$ cat src/rtl/mp_add_pkg.sv
// Shared types and constants for the multi-precision add/subtract sequencer.
package mp_add_pkg;

    typedef enum logic [1:0] {
        IDLE = 2'd0,
        RUN  = 2'd1,
        DONE = 2'd2
    } state_e;

    localparam int BYTE_W = 8;

    // Width of the byte index; never narrower than one bit so NUM_BYTES = 1 still works.
    function automatic int idx_width(input int n);
        return (n <= 1) ? 1 : $clog2(n);
    endfunction

endpackage

$ cat src/rtl/byte_adder8.sv
// Combinational 8-bit ripple-carry adder built from per-bit full adders.
module byte_adder8
    import mp_add_pkg::*;
(
    input  logic [BYTE_W-1:0] a,
    input  logic [BYTE_W-1:0] b,
    input  logic              ci,
    output logic [BYTE_W-1:0] s,
    output logic              co
);

    logic [BYTE_W:0] c;

    assign c[0] = ci;

    for (genvar gi = 0; gi < BYTE_W; gi++) begin : g_fa
        assign s[gi]   = a[gi] ^ b[gi] ^ c[gi];
        assign c[gi+1] = (a[gi] & b[gi]) | (c[gi] & (a[gi] ^ b[gi]));
    end

    assign co = c[BYTE_W];

endmodule

$ cat src/rtl/mp_add_seq.sv
// Byte-serial multi-precision add/subtract sequencer (LSB byte first).
// Optional zero flag port is enabled with ADD_SEQ_ZERO_FLAG_EN.
module mp_add_seq
    import mp_add_pkg::*;
#(
    parameter int NUM_BYTES = 4
) (
    input  logic                        clk,
    input  logic                        rst_n,
    input  logic                        in_valid,
    output logic                        in_ready,
    input  logic [BYTE_W*NUM_BYTES-1:0] op_a,
    input  logic [BYTE_W*NUM_BYTES-1:0] op_b,
    input  logic                        op_sub,
    output logic                        out_valid,
    input  logic                        out_ready,
    output logic [BYTE_W*NUM_BYTES-1:0] result,
    output logic                        carry_out,
`ifdef ADD_SEQ_ZERO_FLAG_EN
    output logic                        zero,
`endif
    output logic                        overflow
);

    localparam int W     = BYTE_W * NUM_BYTES;
    localparam int IDX_W = idx_width(NUM_BYTES);

    state_e             state_q, state_d;
    logic [IDX_W-1:0]   idx_q, idx_d;
    logic [W-1:0]       a_q, a_d;
    logic [W-1:0]       b_q, b_d;
    logic [W-1:0]       result_q, result_d;
    logic               carry_q, carry_d;
    logic               carry_out_q, carry_out_d;
    logic               overflow_q, overflow_d;
    logic               zero_q, zero_d;

    logic [IDX_W+2:0]   bit_off;
    logic [BYTE_W-1:0]  sum;
    logic               cout;
    logic               last_byte;

    assign bit_off   = {idx_q, 3'b000};
    assign last_byte = (idx_q == IDX_W'(NUM_BYTES - 1));

    byte_adder8 u_byte_adder8 (
        .a  (a_q[bit_off +: BYTE_W]),
        .b  (b_q[bit_off +: BYTE_W]),
        .ci (carry_q),
        .s  (sum),
        .co (cout)
    );

    always_comb begin
        state_d     = state_q;
        idx_d       = idx_q;
        a_d         = a_q;
        b_d         = b_q;
        result_d    = result_q;
        carry_d     = carry_q;
        carry_out_d = carry_out_q;
        overflow_d  = overflow_q;
        zero_d      = zero_q;
        in_ready    = 1'b0;
        out_valid   = 1'b0;

        case (state_q)
            IDLE: begin
                in_ready = 1'b1;
                if (in_valid) begin
                    // Subtraction is A + ~B + 1: the +1 enters through the carry register.
                    a_d     = op_a;
                    b_d     = op_sub ? ~op_b : op_b;
                    carry_d = op_sub;
                    idx_d   = '0;
                    zero_d  = 1'b1;
                    state_d = RUN;
                end
            end
            RUN: begin
                result_d[bit_off +: BYTE_W] = sum;
                carry_d = cout;
                zero_d  = zero_q & (sum == '0);
                if (last_byte) begin
                    carry_out_d = cout;
                    overflow_d  = (a_q[W-1] == b_q[W-1]) && (sum[BYTE_W-1] != a_q[W-1]);
                    state_d     = DONE;
                end else begin
                    idx_d = idx_q + 1'b1;
                end
            end
            DONE: begin
                out_valid = 1'b1;
                if (out_ready) begin
                    state_d = IDLE;
                end
            end
            default: state_d = IDLE;
        endcase
    end

    always_ff @(posedge clk or negedge rst_n) begin
        if (!rst_n) begin
            state_q     <= IDLE;
            idx_q       <= '0;
            a_q         <= '0;
            b_q         <= '0;
            result_q    <= '0;
            carry_q     <= 1'b0;
            carry_out_q <= 1'b0;
            overflow_q  <= 1'b0;
            zero_q      <= 1'b0;
        end else begin
            state_q     <= state_d;
            idx_q       <= idx_d;
            a_q         <= a_d;
            b_q         <= b_d;
            result_q    <= result_d;
            carry_q     <= carry_d;
            carry_out_q <= carry_out_d;
            overflow_q  <= overflow_d;
            zero_q      <= zero_d;
        end
    end

    assign result    = result_q;
    assign carry_out = carry_out_q;
    assign overflow  = overflow_q;
`ifdef ADD_SEQ_ZERO_FLAG_EN
    assign zero      = zero_q;
`else
    logic unused_zero;
    assign unused_zero = zero_q;
`endif

endmodule

$ cat config.mk
export PLATFORM = sky130hd
export DESIGN_NAME = mp_add_seq
export DESIGN_NICKNAME = d
export VERILOG_FILES = /design/src/rtl/mp_add_pkg.sv /design/src/rtl/byte_adder8.sv /design/src/rtl/mp_add_seq.sv
export SDC_FILE = /design/constraint.sdc
export NUM_CORES = 1
export LEC_CHECK = 0
export BUFFER_PORTS_ARGS = -buffer_cell sky130_fd_sc_hd__buf_2
export CAP_MARGIN = 10
export CORE_MARGIN = 8
export CORE_UTILIZATION = 55
export CTS_CLUSTER_DIAMETER = 100
export DETAILED_ROUTE_END_ITERATION = 12
export PLACE_DENSITY = 0.87
export SYNTH_ARGS = -nofsm -noshare
export SYNTH_HDL_FRONTEND = slang
export SYNTH_SLANG_ARGS = --single-unit
$ cat constraint.sdc
create_clock -name clk -period 6.9 [get_ports clk]
set_input_delay 0.345 -clock clk [delete_from_list [all_inputs] [get_ports clk]]
set_output_delay 0.345 -clock clk [all_outputs]
set_load 0.02 [all_outputs]
; ---- Word-level counts from Yosys, hierarchy flattened
; Cells that the tools add are included.
; Widths: inputs -> output; s select.
[totals]
inputBits = 69
ff_bits = 103
latch_bits = 0
mem_bits_ro = 0
ram_bits = 0
memories = 0
[classes]
shifts = 4
bitwise_logic = 41
div_mod_pow = 0
n_mul = 0
addsub = 2
reduce_logical = 8
n_eq_ne = 9
order_cmp = 0
n_mux = 13
[ops]
columns = operator, count
row1 = $shiftx 32x6->8, 2
row2 = $bwmux 32, 1
row3 = $mux 32, 1
row4 = $not 32->32, 1
row5 = $shift 8x7->32 const A, 1
row6 = $shiftx 8x7->32, 1
row7 = $and 1x1->1, 16
row8 = $xor 1x1->1, 16
row9 = $mux 2, 5
row10 = $ne 2x2->1 const B, 4
row11 = $or 1x1->1, 8
row12 = $neg 5->7, 1
row13 = $pmux 2 s3, 1
row14 = $reduce_and 2->1, 3
row15 = $reduce_and 3->1, 2
row16 = $eq 2x2->1 const B, 2
row17 = $pmux 2 s2, 1
row18 = $mux 1, 3
row19 = $add 2x1->2 const B, 1
row20 = $eq 2x1->1 const B, 1
row21 = $logic_not 2->1, 1
row22 = $pmux 1 s2, 1
row23 = $reduce_bool 2->1, 1
row24 = $eq 1x1->1, 1
row25 = 2 further kinds, 2

; ---- Longest topological paths before layout
[depth]
depth_word = 19
mapped_depth = 16
depth_no_buf = 14

; ---- By module
; From an unflattened synthesis, not the netlist that was laid out.
[unflattened]
hier_cells = 374
area_unflattened_um2 = 4844.6
[by_module_without_submodules]
columns = module, area_each_um2, seq_area_each_um2, cells_each, instances
row1 = mp_add_seq, 4647.0, 2577.5, 356, 1
row2 = byte_adder8, 197.7, 0.0, 18, 1

; ---- Worst setup path before layout
; OpenSTA, ideal clock, no wires.
[synth_timing]
kind = register to register
from = register idx_q[1]
to = register overflow_q (netlist: overflow)
path_buffers = 2
t_arrival_ps = 4491
setup_slack_ps = 2284
setup_time_ps = 125
stages_incl_launch_ff = 17
cell_sequence = dfrtp_1 > clkbuf_1 > buf_2 > mux4_2 > inv_1 > fa_1 > fa_1 > fa_1 > fa_1 > fa_1 > fa_1 > inv_1 > fa_1 > fa_1 > nand2b_1 > o22ai_1 > mux2_2
[synth_via]
elab_chain_cells = 19
elab_cells_between_ends = 36
cone_classes = eq/ne (2) / shift (2) / bitwise (30) / reduce/logical (2)
[synth_rtl]
columns = element, line_no
row1 = "start, declared", mp_add_seq.sv:29  ; logic [IDX_W-1:0] idx_q, idx_d;
row2 = "start signal, assigned", mp_add_seq.sv:115  ; idx_q <= idx_d;
row3 = $shiftx 32x6->8 (on tied branches), "mp_add_seq.sv:47, mp_add_seq.sv:48"
row4 = $xor 1x1->1, byte_adder8.sv:18  ; assign c[gi+1] = (a[gi] & b[gi]) | (c[gi] & (a[gi] ^ b[gi]));
row5 = $and 1x1->1, byte_adder8.sv:18
row6 = $or 1x1->1, byte_adder8.sv:18
row7 = $and 1x1->1, byte_adder8.sv:18
row8 = $or 1x1->1, byte_adder8.sv:18
row9 = $and 1x1->1, byte_adder8.sv:18
row10 = $or 1x1->1, byte_adder8.sv:18
row11 = (+3 left out), -
row12 = $or 1x1->1, byte_adder8.sv:18
row13 = $and 1x1->1, byte_adder8.sv:18
row14 = $or 1x1->1, byte_adder8.sv:18
row15 = $and 1x1->1, byte_adder8.sv:18
row16 = $or 1x1->1, byte_adder8.sv:18
row17 = $xor 1x1->1, byte_adder8.sv:17  ; assign s[gi] = a[gi] ^ b[gi] ^ c[gi];
row18 = $ne 1x1->1, mp_add_seq.sv:86  ; overflow_d = (a_q[W-1] == b_q[W-1]) && (sum[BYTE_W-1] != a_q[W-1]);
row19 = $logic_and 1x1->1, mp_add_seq.sv:86
row20 = "end signal, assigned", mp_add_seq.sv:121  ; overflow_q <= overflow_d;
row21 = "end, declared", mp_add_seq.sv:35  ; logic overflow_q, overflow_d;
; Parallel ways exist; a longest one is shown, timed or not.
; A chain may end at the register's enable or synchronous reset.

; ---- Worst setup path in the final report
; Ends and elaborated chain as after synthesis.

==> key figures <==
Status
  • Status: completed

Layout
  • # fillers: 657
  • Final nets: 549
  • Register area: 0.002577 sq mm
  • Finished Core Util: 64.75%
  • Most frequent cells in the layout: 103 x dfrtp_1, 103 x buf_2, 35 x nor2_1, 35 x mux2_2, 33 x a21oi_1
  • N_diodes: 0
  • Footprint of the multi-input gates: 0.002013 sq mm
  • Layout cells sized above 1: 37.37%
  • Area growth syn-to-layout: 16.08%

Timing
  • Max-slew headroom: 34.13%
  • Final hold vios: 0
  • Fmax: 202.8 MHz
  • Period utilization: 71.48%
  • Post-layout min period: 4.932 ns
  • Final setup violation count: 0
  • Sum Neg Setup Slack: 0 ns
  • RSZ-0062 raised after global routing: false
  • Layout Skew: 0.008099 ns
  • Worst Max-Slew Pin Slew: 0.9881 ns
  • Slew Viols, Final: 0
  • Final WS setup: 1.968 ns

Power
  • Seq pwr share: 36.8%
  • P_int: 1.703 mW
  • Max VDD drop: 0.2069 mV
  • Clock network power share: 11.9%
  • Switch Pwr: 1.248 mW
  • Comb power frac: 51.3%
  • P per Cell Area: 533.2 mW/mm^2
  • Switching portion of total power: 42.29%
  • Leakage: 2.550 nW

CTS
  • CTS buffer count: 9
  • Max H-tree Level: 3
  • Clk sinks: 103
  • Postcts setup bufs: 0
  • Root buffer cell: clkbuf_8
  • Reg clk slew, reported paths: 0.10 ns
  • CTS tree: yes
  • CTS Buffer Depth: 2
  • Worst-skew pair later-pin latency: 0.37 ns

Placed design
  • Gpl congestion: 0.7778
  • Pre-CTS WS: 1.961 ns
  • Post-detail-place hpwl: 8021 microns
  • Port bufs: 104

GRT
  • Largest net degree at the start of global routing: 97
  • First-pass GRT wire length: 17510 microns
  • Vias in the first global route: 3508
  • Initial antenna violation count: 0
  • Tot GR Track Use: 18.91%
  • Overflow after GRT: 0

Route
  • DR vias: 3173
  • DR WL/cell: 18.55 microns
  • Routed length on met1: 4600 microns
  • Drt pass-1 iters: 4
  • Post-Route WL: 10740 microns
  • DR vias/cell: 5.480
  • First DRT Iteration DRCs: 158
  • Highest metal used: met4
  • DR WL met2: 5292 microns
  • Post-route DRC: 0
  • Post-route ant nets: 0
  • Met3 WL: 658 microns

Synthesis
  • Post-Syn Area: 0.004770 sq mm
  • Syn nets: 451
  • Number of flops mapped to enable cells by yosys: 0
  • Top cell type's share of synthesized area: 54.04%
  • Cells after Synth: 368
  • Yosys top cell by area: dfrtp_1
  • Synth async-reset ratio: 100.0%
  • Total number of yosys warnings: 0
  • Sequential share of the synthesized area: 54.04%
  • Mapped Avg Cell Area: 12.96 sq um
  • Post-synthesis register bit count: 103
  • Largest cells by area after synthesis: dfrtp_1 54%, mux2_2 8.3%, mux4_2 7.6%
  • Synth cell types: 28
  • Post-synth top flop: dfrtp_1

Setup path
  • Slowest-stage cell, CP: dfrtp_1
  • Worst setup SP type: register
  • Crit path top cell by count: fa_1
  • Cells along the critical path: mux4_2, inv_1, fa_1, fa_1, fa_1, fa_1, fa_1, fa_1, inv_1, fa_1, fa_1, nand2b_1, o22ai_1, mux2_2
  • CP Class: reg -> reg
  • CP peak stage delay: 0.90 ns
  • Data arrival, critical path: 5.19 ns
  • CP required: 7.16 ns
  • Crit end category: register
  • Crit-path max FO: 20

Die
  • Chip width: 109.1 microns
  • Die Area: 0.01191 sq mm
  • Row cnt: 34
  • Top Ports: 105
  • Core area: 0.008551 sq mm
  • Starting Density: 55.78%
  • DIE HEIGHT: 109.1 microns

Hold path
  • Hold WC Path Type: in -> reg

Flow run
  • Maxcap violations: 0
## state kept, by name, summed over array words and instances (netlist names)
| name | flops |
|---|---|
| a_q | 32 |
| b_q | 32 |
| carry_out | 1 |
| carry_q | 1 |
| idx_q | 2 |
| overflow | 1 |
| result | 32 |
| state_q | 2 |
## Yosys cell counts (2+ instances only)
cell       count
dfrtp_1      103
mux2_2        35
nor2_1        35
a21oi_1       33
xnor2_1       32
o2bb2ai_1     30
inv_1         20
mux4_2        16
buf_2         14
nand2_1        9
fa_1           8
ha_1           6
clkbuf_1       5
o21ai_0        4
a22o_1         2
buf_4          2
nand2b_1       2
nand4_1        2
## metrics by stage
step	power, mW	std cells	area [sq um]	hold slack, ns
3_3_place_gp	2.523	562	5346	0.2626
6_report	2.952	579	5537	0.1601
2_1_floorplan	2.168	368	4770	0.04941
4_1_cts	2.965	579	5537	0.1581
5_1_grt	3.175	579	5537	0.1641
3_5_place_dp	2.609	562	5346	0.2741
## worst max-delay path, delay by kind of cell, from the launching register on
family          cells  cell delay (ns)
compound gates      1             0.07
fa+ha+maj           8             3.03
buf+inv             2             0.13
flops               1             0.90
mux                 2             0.60
simple gates        1             0.10
## kinds of logic after synthesis
logic type | share of synthesized area (%)
AO/OA/AOI/OAI | 9.890
XOR/XNOR | 5.876
adder cells (fa/ha/maj) | 4.932
buffers and inverters | 3.751
flip-flops | 54.04
multiplexers | 15.82
AND/OR/NAND/NOR | 5.693
## power groups by stage
stage	sequential, mW	combinational (mW)	clock, mW
2_1_floorplan	1.11	1.06	0
3_3_place_gp	1.07	1.45	0
3_5_place_dp	1.09	1.51	0
4_1_cts	1.09	1.52	0.356
5_1_grt	1.12	1.67	0.384
6_report	1.09	1.51	0.352
## layer usage
metal  GRT usage (%)  vias to the layer above
met4           6.158                        0
met3           3.723                       16
met1           24.40                     1582
met5               0                        -
met2           31.37                       96
li1                -                     1479
## final timing paths
path                       startpoint          to  slack (ns)  cells after the start
setup / recovery             idx_q[1]    overflow        1.97                     14
hold / removal              out_ready  state_q[1]        0.16                      2
setup reg to reg             idx_q[1]    overflow        1.97                     14
hold reg to reg            result[18]  result[18]        0.49                      1
max in group asynchronous       rst_n     b_q[13]        5.24                      3
min in group asynchronous       rst_n  result[27]        0.41                      2
## what timing repair did
| item | in CTS | in global routing |
|---|---|---|
| gates resized for setup | 0 | 0 |
| hold buffers | 1 | 0 |
| endpoints found under the hold margin | 26 | 0 |
## layout make-up
cell class	count	area share (%)
clock buffer	9	2.237
clock inverter	7	1.017
sequential	103	46.55
multi-input combinational	224	36.36
inverter	20	1.356
tap	108	2.441
timing repair buffer	108	10.03
(Power assumes the default switching activity.)
